$ cat src/rtl/alu_pkg.sv
// Shared opcode, flag-index and FSM encodings for the bit-serial ALU, plus
// small decode helpers used by the top level and the bit slice.
package alu_pkg;

  localparam logic [2:0] ALU_ADD = 3'd0;
  localparam logic [2:0] ALU_INC = 3'd1;
  localparam logic [2:0] ALU_SUB = 3'd2;
  localparam logic [2:0] ALU_DEC = 3'd3;
  localparam logic [2:0] ALU_AND = 3'd4;
  localparam logic [2:0] ALU_OR  = 3'd5;
  localparam logic [2:0] ALU_XOR = 3'd6;
  localparam logic [2:0] ALU_NOT = 3'd7;

  localparam int FLAG_N = 3;
  localparam int FLAG_Z = 2;
  localparam int FLAG_V = 1;
  localparam int FLAG_C = 0;

  typedef enum logic [1:0] {
    IDLE = 2'd0,
    CALC = 2'd1,
    DONE = 2'd2
  } state_e;

  typedef enum logic [2:0] {
    CLS_ARITH = 3'd0,
    CLS_AND   = 3'd1,
    CLS_OR    = 3'd2,
    CLS_XOR   = 3'd3,
    CLS_NOT   = 3'd4
  } op_class_e;

  function automatic op_class_e op_class(input logic [2:0] op);
    case (op)
      ALU_AND: return CLS_AND;
      ALU_OR:  return CLS_OR;
      ALU_XOR: return CLS_XOR;
      ALU_NOT: return CLS_NOT;
      default: return CLS_ARITH;
    endcase
  endfunction

  function automatic logic is_arith(input logic [2:0] op);
    return (op[2] == 1'b0);
  endfunction

  // Subtract-style ops report borrow, i.e. the inverted adder carry.
  function automatic logic is_borrow_op(input logic [2:0] op);
    return (op == ALU_SUB) || (op == ALU_DEC);
  endfunction

  function automatic logic carry_init(input logic [2:0] op);
    return (op == ALU_INC) || (op == ALU_SUB);
  endfunction

  function automatic logic operand_bit(input logic [2:0] op, input logic b_bit);
    case (op)
      ALU_ADD: return b_bit;
      ALU_INC: return 1'b0;
      ALU_SUB: return ~b_bit;
      ALU_DEC: return 1'b1;
      default: return b_bit;
    endcase
  endfunction

endpackage

$ cat src/rtl/alu_bit_slice.sv
// One-bit ALU datapath: full adder for arithmetic ops, bitwise gate otherwise.
module alu_bit_slice
  import alu_pkg::*;
(
  input  logic      a_bit,
  input  logic      bop_bit,
  input  logic      carry_in,
  input  op_class_e op_cls,
  output logic      result_bit,
  output logic      carry_out
);

  always_comb begin
    // NOTE: every output gets a default first so no path leaves it unassigned,
    // which would otherwise infer a latch.
    result_bit = 1'b0;
    carry_out  = 1'b0;
    case (op_cls)
      CLS_ARITH: begin
        result_bit = a_bit ^ bop_bit ^ carry_in;
        carry_out  = (a_bit & bop_bit) | (a_bit & carry_in) | (bop_bit & carry_in);
      end
      CLS_AND: result_bit = a_bit & bop_bit;
      CLS_OR:  result_bit = a_bit | bop_bit;
      CLS_XOR: result_bit = a_bit ^ bop_bit;
      CLS_NOT: result_bit = ~a_bit;
      default: result_bit = 1'b0;
    endcase
  end

endmodule

$ cat src/rtl/alu_serial.sv
// Bit-serial handshaked ALU: accepts A/B/opcode, computes one bit per cycle LSB
// first, then presents Result and NZVC until the consumer takes them.
module alu_serial
  import alu_pkg::*;
#(
  parameter int WIDTH = 8
) (
  input  logic             clk,
  input  logic             rst,
  input  logic             in_valid,
  output logic             in_ready,
  input  logic [WIDTH-1:0] A,
  input  logic [WIDTH-1:0] B,
  input  logic [2:0]       ALU_Sel,
  output logic             out_valid,
  input  logic             out_ready,
  output logic [WIDTH-1:0] Result,
  output logic [3:0]       NZVC
);

  localparam int CNT_W = (WIDTH > 2) ? $clog2(WIDTH) : 1;
  localparam logic [CNT_W-1:0] LAST_BIT = CNT_W'(WIDTH - 1);

  state_e           state_q, state_d;
  logic [WIDTH-1:0] a_q, a_d;
  logic [WIDTH-1:0] b_q, b_d;
  logic [2:0]       op_q, op_d;
  logic [CNT_W-1:0] cnt_q, cnt_d;
  logic             carry_q, carry_d;
  logic [WIDTH-1:0] acc_q, acc_d;
  logic [WIDTH-1:0] result_q, result_d;
  logic [3:0]       nzvc_q, nzvc_d;
  logic             out_valid_q, out_valid_d;

  logic             sum_bit;
  logic             carry_out;
  logic [WIDTH-1:0] final_res;
  logic             arith;

  alu_bit_slice u_slice (
    .a_bit      (a_q[0]),
    .bop_bit    (operand_bit(op_q, b_q[0])),
    .carry_in   (carry_q),
    .op_cls     (op_class(op_q)),
    .result_bit (sum_bit),
    .carry_out  (carry_out)
  );

  // The bit produced this cycle lands in the MSB; earlier bits shift down.
  assign final_res = {sum_bit, acc_q[WIDTH-1:1]};
  assign arith     = is_arith(op_q);

  always_comb begin
    state_d     = state_q;
    a_d         = a_q;
    b_d         = b_q;
    op_d        = op_q;
    cnt_d       = cnt_q;
    carry_d     = carry_q;
    acc_d       = acc_q;
    result_d    = result_q;
    nzvc_d      = nzvc_q;
    out_valid_d = out_valid_q;

    case (state_q)
      IDLE: begin
        if (in_valid) begin
          a_d     = A;
          b_d     = B;
          op_d    = ALU_Sel;
          cnt_d   = '0;
          carry_d = carry_init(ALU_Sel);
          state_d = CALC;
        end
      end
      CALC: begin
        a_d     = a_q >> 1;
        b_d     = b_q >> 1;
        acc_d   = final_res;
        carry_d = carry_out;
        cnt_d   = cnt_q + 1'b1;
        if (cnt_q == LAST_BIT) begin
          state_d          = DONE;
          out_valid_d      = 1'b1;
          result_d         = final_res;
          nzvc_d[FLAG_N]   = sum_bit;
          nzvc_d[FLAG_Z]   = (final_res == '0);
          // carry_q still holds the carry into the MSB here.
          nzvc_d[FLAG_V]   = arith & (carry_q ^ carry_out);
          nzvc_d[FLAG_C]   = arith & (carry_out ^ is_borrow_op(op_q));
        end
      end
      DONE: begin
        if (out_ready) begin
          state_d     = IDLE;
          out_valid_d = 1'b0;
        end
      end
      default: begin
        state_d     = IDLE;
        out_valid_d = 1'b0;
      end
    endcase
  end

  // NOTE: state registers use non-blocking assignments so every flop samples
  // pre-edge values regardless of process ordering.
  always_ff @(posedge clk or posedge rst) begin
    if (rst) begin
      state_q     <= IDLE;
      a_q         <= '0;
      b_q         <= '0;
      op_q        <= ALU_ADD;
      cnt_q       <= '0;
      carry_q     <= 1'b0;
      acc_q       <= '0;
      result_q    <= '0;
      nzvc_q      <= '0;
      out_valid_q <= 1'b0;
    end else begin
      state_q     <= state_d;
      a_q         <= a_d;
      b_q         <= b_d;
      op_q        <= op_d;
      cnt_q       <= cnt_d;
      carry_q     <= carry_d;
      acc_q       <= acc_d;
      result_q    <= result_d;
      nzvc_q      <= nzvc_d;
      out_valid_q <= out_valid_d;
    end
  end

  assign in_ready  = (state_q == IDLE) && !rst;
  assign out_valid = out_valid_q;
  assign Result    = result_q;
  assign NZVC      = nzvc_q;

endmodule

$ cat config.mk
export PLATFORM = sky130hd
export DESIGN_NAME = alu_serial
export DESIGN_NICKNAME = d
export VERILOG_FILES = /design/src/rtl/alu_pkg.sv /design/src/rtl/alu_bit_slice.sv /design/src/rtl/alu_serial.sv
export SDC_FILE = /design/constraint.sdc
export NUM_CORES = 1
export LEC_CHECK = 0
export CAP_MARGIN = 15
export CORE_ASPECT_RATIO = 1.1
export CORE_MARGIN = 1.5
export CORE_UTILIZATION = 47
export DETAILED_ROUTE_END_ITERATION = 12
export HOLD_SLACK_MARGIN = 0.08
export PLACE_DENSITY = 0.76
export SYNTH_ARGS = -nofsm -noshare
export SYNTH_HDL_FRONTEND = slang
export SYNTH_SLANG_ARGS = --single-unit
$ cat constraint.sdc
create_clock -name clk -period 2 [get_ports clk]
set_input_delay 0.3 -clock clk [delete_from_list [all_inputs] [get_ports clk]]
set_output_delay 0.3 -clock clk [all_outputs]
set_load 0.02 [all_outputs]
# == Word-level counts from Yosys, hierarchy flattened ==
# Index checks and enable logic that the tools add are counted.
# totals
latchBits,0
output_inout_bits,14
mem_bits_ro,0
inputBits,23
reg_bits,46
mem_bits_rw,0
n_memories,0
# op_classes
bitwise,16
order_cmp,0
mux,19
shifts,0
n_reduce_logical,13
n_mul,0
div,0
n_addsub,1
n_eq_ne,19
# ops
op,count
8-bit one-hot mux with 2 select lines,2
"3-bit == test, second input constant",6
8-bit 2-to-1 mux,2
"3-bit by 2-bit == test with 1-bit output, second input constant",5
3-bit one-hot mux with 4 select lines,1
"3-bit by 1-bit == test with 1-bit output, second input constant",3
8-bit zero test,1
2-bit 2-to-1 mux,3
"2-bit inequality test, second input constant",3
1-bit one-hot mux with 3 select lines,2
2-bit one-hot mux with 3 select lines,1
3-bit one-hot mux with 2 select lines,1
2-bit AND reduction,3
3-bit AND reduction,2
1-bit bitwise AND,5
1-bit one-hot mux with 5 select lines,1
1-bit 2-to-1 mux,4
1-bit NOT,4
1-bit bitwise XOR,4
"3-bit by 1-bit adder with 3-bit output, second input constant",1
3-bit zero test,1
3-bit 2-to-1 mux,1
1-bit bitwise OR,3
"2-bit by 1-bit == test with 1-bit output, second input constant",1
other kinds (7),8

# == Logic depth before layout (Yosys ltp) ==
# Gate-level depths: netlist (run 1).
# logic_depth
ltp_word,8
mapped_depth,7
ltp_nobuf,7

# == By module ==
# Synthesis (run 1) repeated with hierarchy kept, for this count alone.
# hier_totals
cells_unflattened,199
hier_area_um2,2177.1
# modules_own_cells
mod,seq_area_each_um2,n_inst,area_per_inst_um2,cells_per_inst
alu_serial,1101.1,1,2065.7,184
alu_bit_slice,0.0,1,111.4,15

# == Worst setup path before layout (run 1) ==
# OpenSTA, ideal clock, no wires.
# synth_path
kind,flip-flop to flip-flop
start,register op_q[2]
end,register nzvc_q[2] (netlist: NZVC[2])
setup_slack_ns,0.155
arrival_ns,1.724
stages_incl_launch_ff,8
setup_ns,0.121
synth_period_minus_slack_ns,1.845
cell_sequence,dfrtp_1 > clkbuf_1 > o21bai_1 > a21oi_1 > fa_1 > nor2_1 > nor4_1 > a22o_1
# synth_between
elab_chain_len,6
word_cells_on_any_way,20
cone_classes,eq/ne (11); mux (3); bitwise (4); reduce/logical (2)
# synth_lines
element,line_no,rtl
from (decl),alu_serial.sv:27,"logic [2:0] op_q, op_d;"
from (signal assigned),alu_serial.sv:124,op_q <= op_d;
3-bit by 2-bit == test with 1-bit output or 3-bit by 1-bit == test with 1-bit output (tied branches),alu_pkg.sv:57,case (op)
1-bit one-hot mux with 3 select lines,alu_pkg.sv:57,
1-bit bitwise XOR,"alu_bit_slice.sv:20, alu_bit_slice.sv:25",
1-bit bitwise XOR,alu_bit_slice.sv:20,result_bit = a_bit ^ bop_bit ^ carry_in;
1-bit one-hot mux with 5 select lines (*),alu_bit_slice.sv:18,case (op_cls)
8-bit zero test (*),alu_serial.sv:87,nzvc_d[FLAG_Z] = (final_res == '0);
to (signal assigned),alu_serial.sv:129,nzvc_q <= nzvc_d;
to (decl),alu_serial.sv:32,"logic [3:0] nzvc_q, nzvc_d;"
# Every way passes the cells marked *; elsewhere a longest branch is shown, timed or not.
# A chain may end at the register's enable or synchronous reset.

# == Final worst setup path (run 1) ==
# layout_path
start,register state_q[0]
end,output port in_ready
# layout_between
elab_chain_len,2
# layout_lines
element,line_no,rtl
from (decl),alu_serial.sv:24,"state_e state_q, state_d;"
from (signal assigned),alu_serial.sv:121,state_q <= state_d;
2-bit zero test,alu_serial.sv:134,assign in_ready = (state_q == IDLE) && !rst;
1-bit logical AND,alu_serial.sv:134,
to (decl),alu_serial.sv:11,"output logic in_ready,"
# Every way passes these cells.

==> impl_metrics.ini, run 1 <==
[placement]
gp_congestion = 0.825
dp.cells = 296
portBuffers = 36
place_hpwl_mm = 2.71

[grt]
grt_first_pass_wirelength_mm = 7.00
grt-ovfl-total = 0
first_global_vias = 1555
antenna_found_initial = 0
grt_start_max_net_pins = 45
grt_usage_pct = 19.6

[yosys]
synth_nets = 243
synth.area.top_cells = dfrtp_1, nand2_1, mux2_2
synth-seq-cells = 44
synth_area_sq_mm = 0.00204
synth_edf_count = 0
synth_cells = 215
synth_common_cells = nand2_1, dfrtp_1, nor2_1
yosysTopAreaCell = dfrtp_1
netlist.area_leader.share_pct = 54.1
yosysMostFrequentCell = nand2_1
synth_ff_type = dfrtp_1
syn_avg_cell_area_sq_um = 9.47
ys_warn_count = 0
synth_cell_type_count = 35
async_flop_share_pct = 100
seq_area_frac_synth_pct = 54.1

[cts]
clock_path_buffers = 2
clk_pin_slew_ps = 70
numCtsBuffers = 5
tritoncts = built
h-tree-depth = 2
cts_hold_buf = 0
cts_setup_buffers = 0
cts.sink_count = 44
cts_root_buf = clkbuf_8
clk-insertion-delay-late_ps = 290
post_cts_resized = 0

[setup_path]
path_class = reg -> out
reg2regPathDepth = 7
required_ps = 1700
rrSetupSlack_ps = 120
worstReg2RegEnd = NZVC[2]
crit_fanout = 9
crit_start = state_q[0]
crit_arrival_ps = 1620
endpoint_kind = output pin
crit_end = in_ready
start_kind = flop
r2r_start = b_q[0]

[floorplan]
die_area_sq_mm = 0.00474
initial_core_util_pct = 50.2
rows = 24
die_h_um = 72.0
io_pins = 37
core_area_sq_mm = 0.00405
die_w_um = 65.8

[power]
p_leak_nw = 1.17
ir_worst_vdd_uv = 811
p_per_area_mw_per_mm2 = 1570

[finish]
layout-drive-gt1-share_pct = 9.96
areaGrowthSynthToFinish_pct = 24.7
antenna_cells = 0
fill_cells = 365
fin_cells = 303
fin_nets = 279

[detailed_routing]
wl_met3_um = 128
num_vias = 1577
wl_met1_mm = 1.75
via_per_inst = 5.20
wl_met2_mm = 1.95
highest_layer = met4
ant_nets = 0
first_pass_iters = 4
drc_errors = 0
routedWlPerCell_um = 12.9
wl_mm = 3.92
drt_iter0_markers = 59

[worst_hold_path]
worstHoldPathType = in -> async

[sta]
tightest_slew_ps = 578
tns_ps = 0
period_share_pct = 96.0
hold_viol = 0
period_minus_slack_ps = 1920
relSlewSlack_pct = 61.5
final-setup-viol-count = 0
fin_skew_ps = 5.24
finalMaxSlewViolations = 0
max_freq_mhz = 521
rsz0062_at_grt = false

[run]
drv_cap = 0

[status]
status = finished, final reports clean
[metrics by stage]
stage	util (%)	cell area (sq um)	hold WS, ps	power [mW]	setup slack (ps)
2_1_floorplan	-	2040	405	2.90	155
3_3_place_gp	60.5	2450	465	3.41	173
3_5_place_dp	60.5	2450	487	3.48	119
4_1_cts	62.4	2530	491	4.01	58.8
5_1_grt	62.7	2540	521	4.36	2.15
6_report	62.7	2540	468	3.99	80.1
[area by class of cell]
class	count	area, sq um	area share (%)
clock buffers	6	72.6	2.86
inverters	3	11.3	0.443
clock inverters	1	5.00	0.197
well taps	52	65.1	2.56
flip-flops and latches	44	1100	43.3
multi-input cells	153	852	33.5
repair buffers	44	433	17.0
[logic make-up after synthesis]
logic type                 after synthesis  synth area share (%)
xor gates and xnor gates                 3                  1.29
AOI/OAI and AO/OA                       30                  9.34
muxes                                    9                  4.91
adders and majority gates                5                  3.44
and+or+nand+nor                        106                  22.4
buffers and inverters                   18                  4.55
DFF                                     44                  54.1
[where the power goes]
| part | leakage, nW | total, mW | internal, mW | switching, mW |
|---|---|---|---|---|
| sequential | 0.535 | 1.62 | 1.30 | 0.314 |
| clock | 0.0410 | 0.514 | 0.237 | 0.277 |
| combinational | 0.594 | 1.86 | 0.878 | 0.981 |
| total | 1.17 | 3.99 | 2.42 | 1.57 |
[how the worst min path moves through the flow]
stage                     startpoint        end  cells after the start
final                            rst  out_valid                      3
after global routing         NZVC[0]    NZVC[0]                      2
after CTS                        rst     b_q[5]                      3
after detailed placement     NZVC[0]    NZVC[0]                      2
after global placement       NZVC[1]    NZVC[1]                      2
after floorplan                 A[7]     a_q[7]                      2
[state kept, by name, indices dropped and copies added, names as in the netlist]
signal,count
op_q,3
out_valid,1
acc_q,7
NZVC,3
a_q,8
b_q,8
Result,8
carry_q,1
cnt_q,3
state_q,2
[metal layers]
metal  track usage, %  vias to the layer above
met2             31.5                       27
met5                0                        -
met4             8.33                        0
met1             25.7                      756
li1                 -                      788
met3             4.19                        6
[layout by cell type (no fill, tap or decap), drive strengths merged, types with 3 or more instances in the layout]
cell type,Yosys,final
a21oi,5,5
a31oi,14,14
buf,12,8
clkbuf,3,6
clkdlybuf4s50,0,36
dfrtp,44,44
ha,4,4
inv,3,3
mux2,8,8
nand2,67,67
nand2b,3,3
nand3,5,5
nor2,19,19
nor3,3,3
o21ai,4,4
[critical path, stage by stage, from the launching register on]
cell and delay (ps):
dfrtp_1 480, nor3_1 220, clkdlybuf4s50_1 630
(Power assumes the default switching activity.)
==> run 2, diff against run 1 <==
- CTS_CLUSTER_DIAMETER: unset -> 100
==> results of run 2 <==
Same layout as run 1: the final DEF is identical, and so are final timing and power.
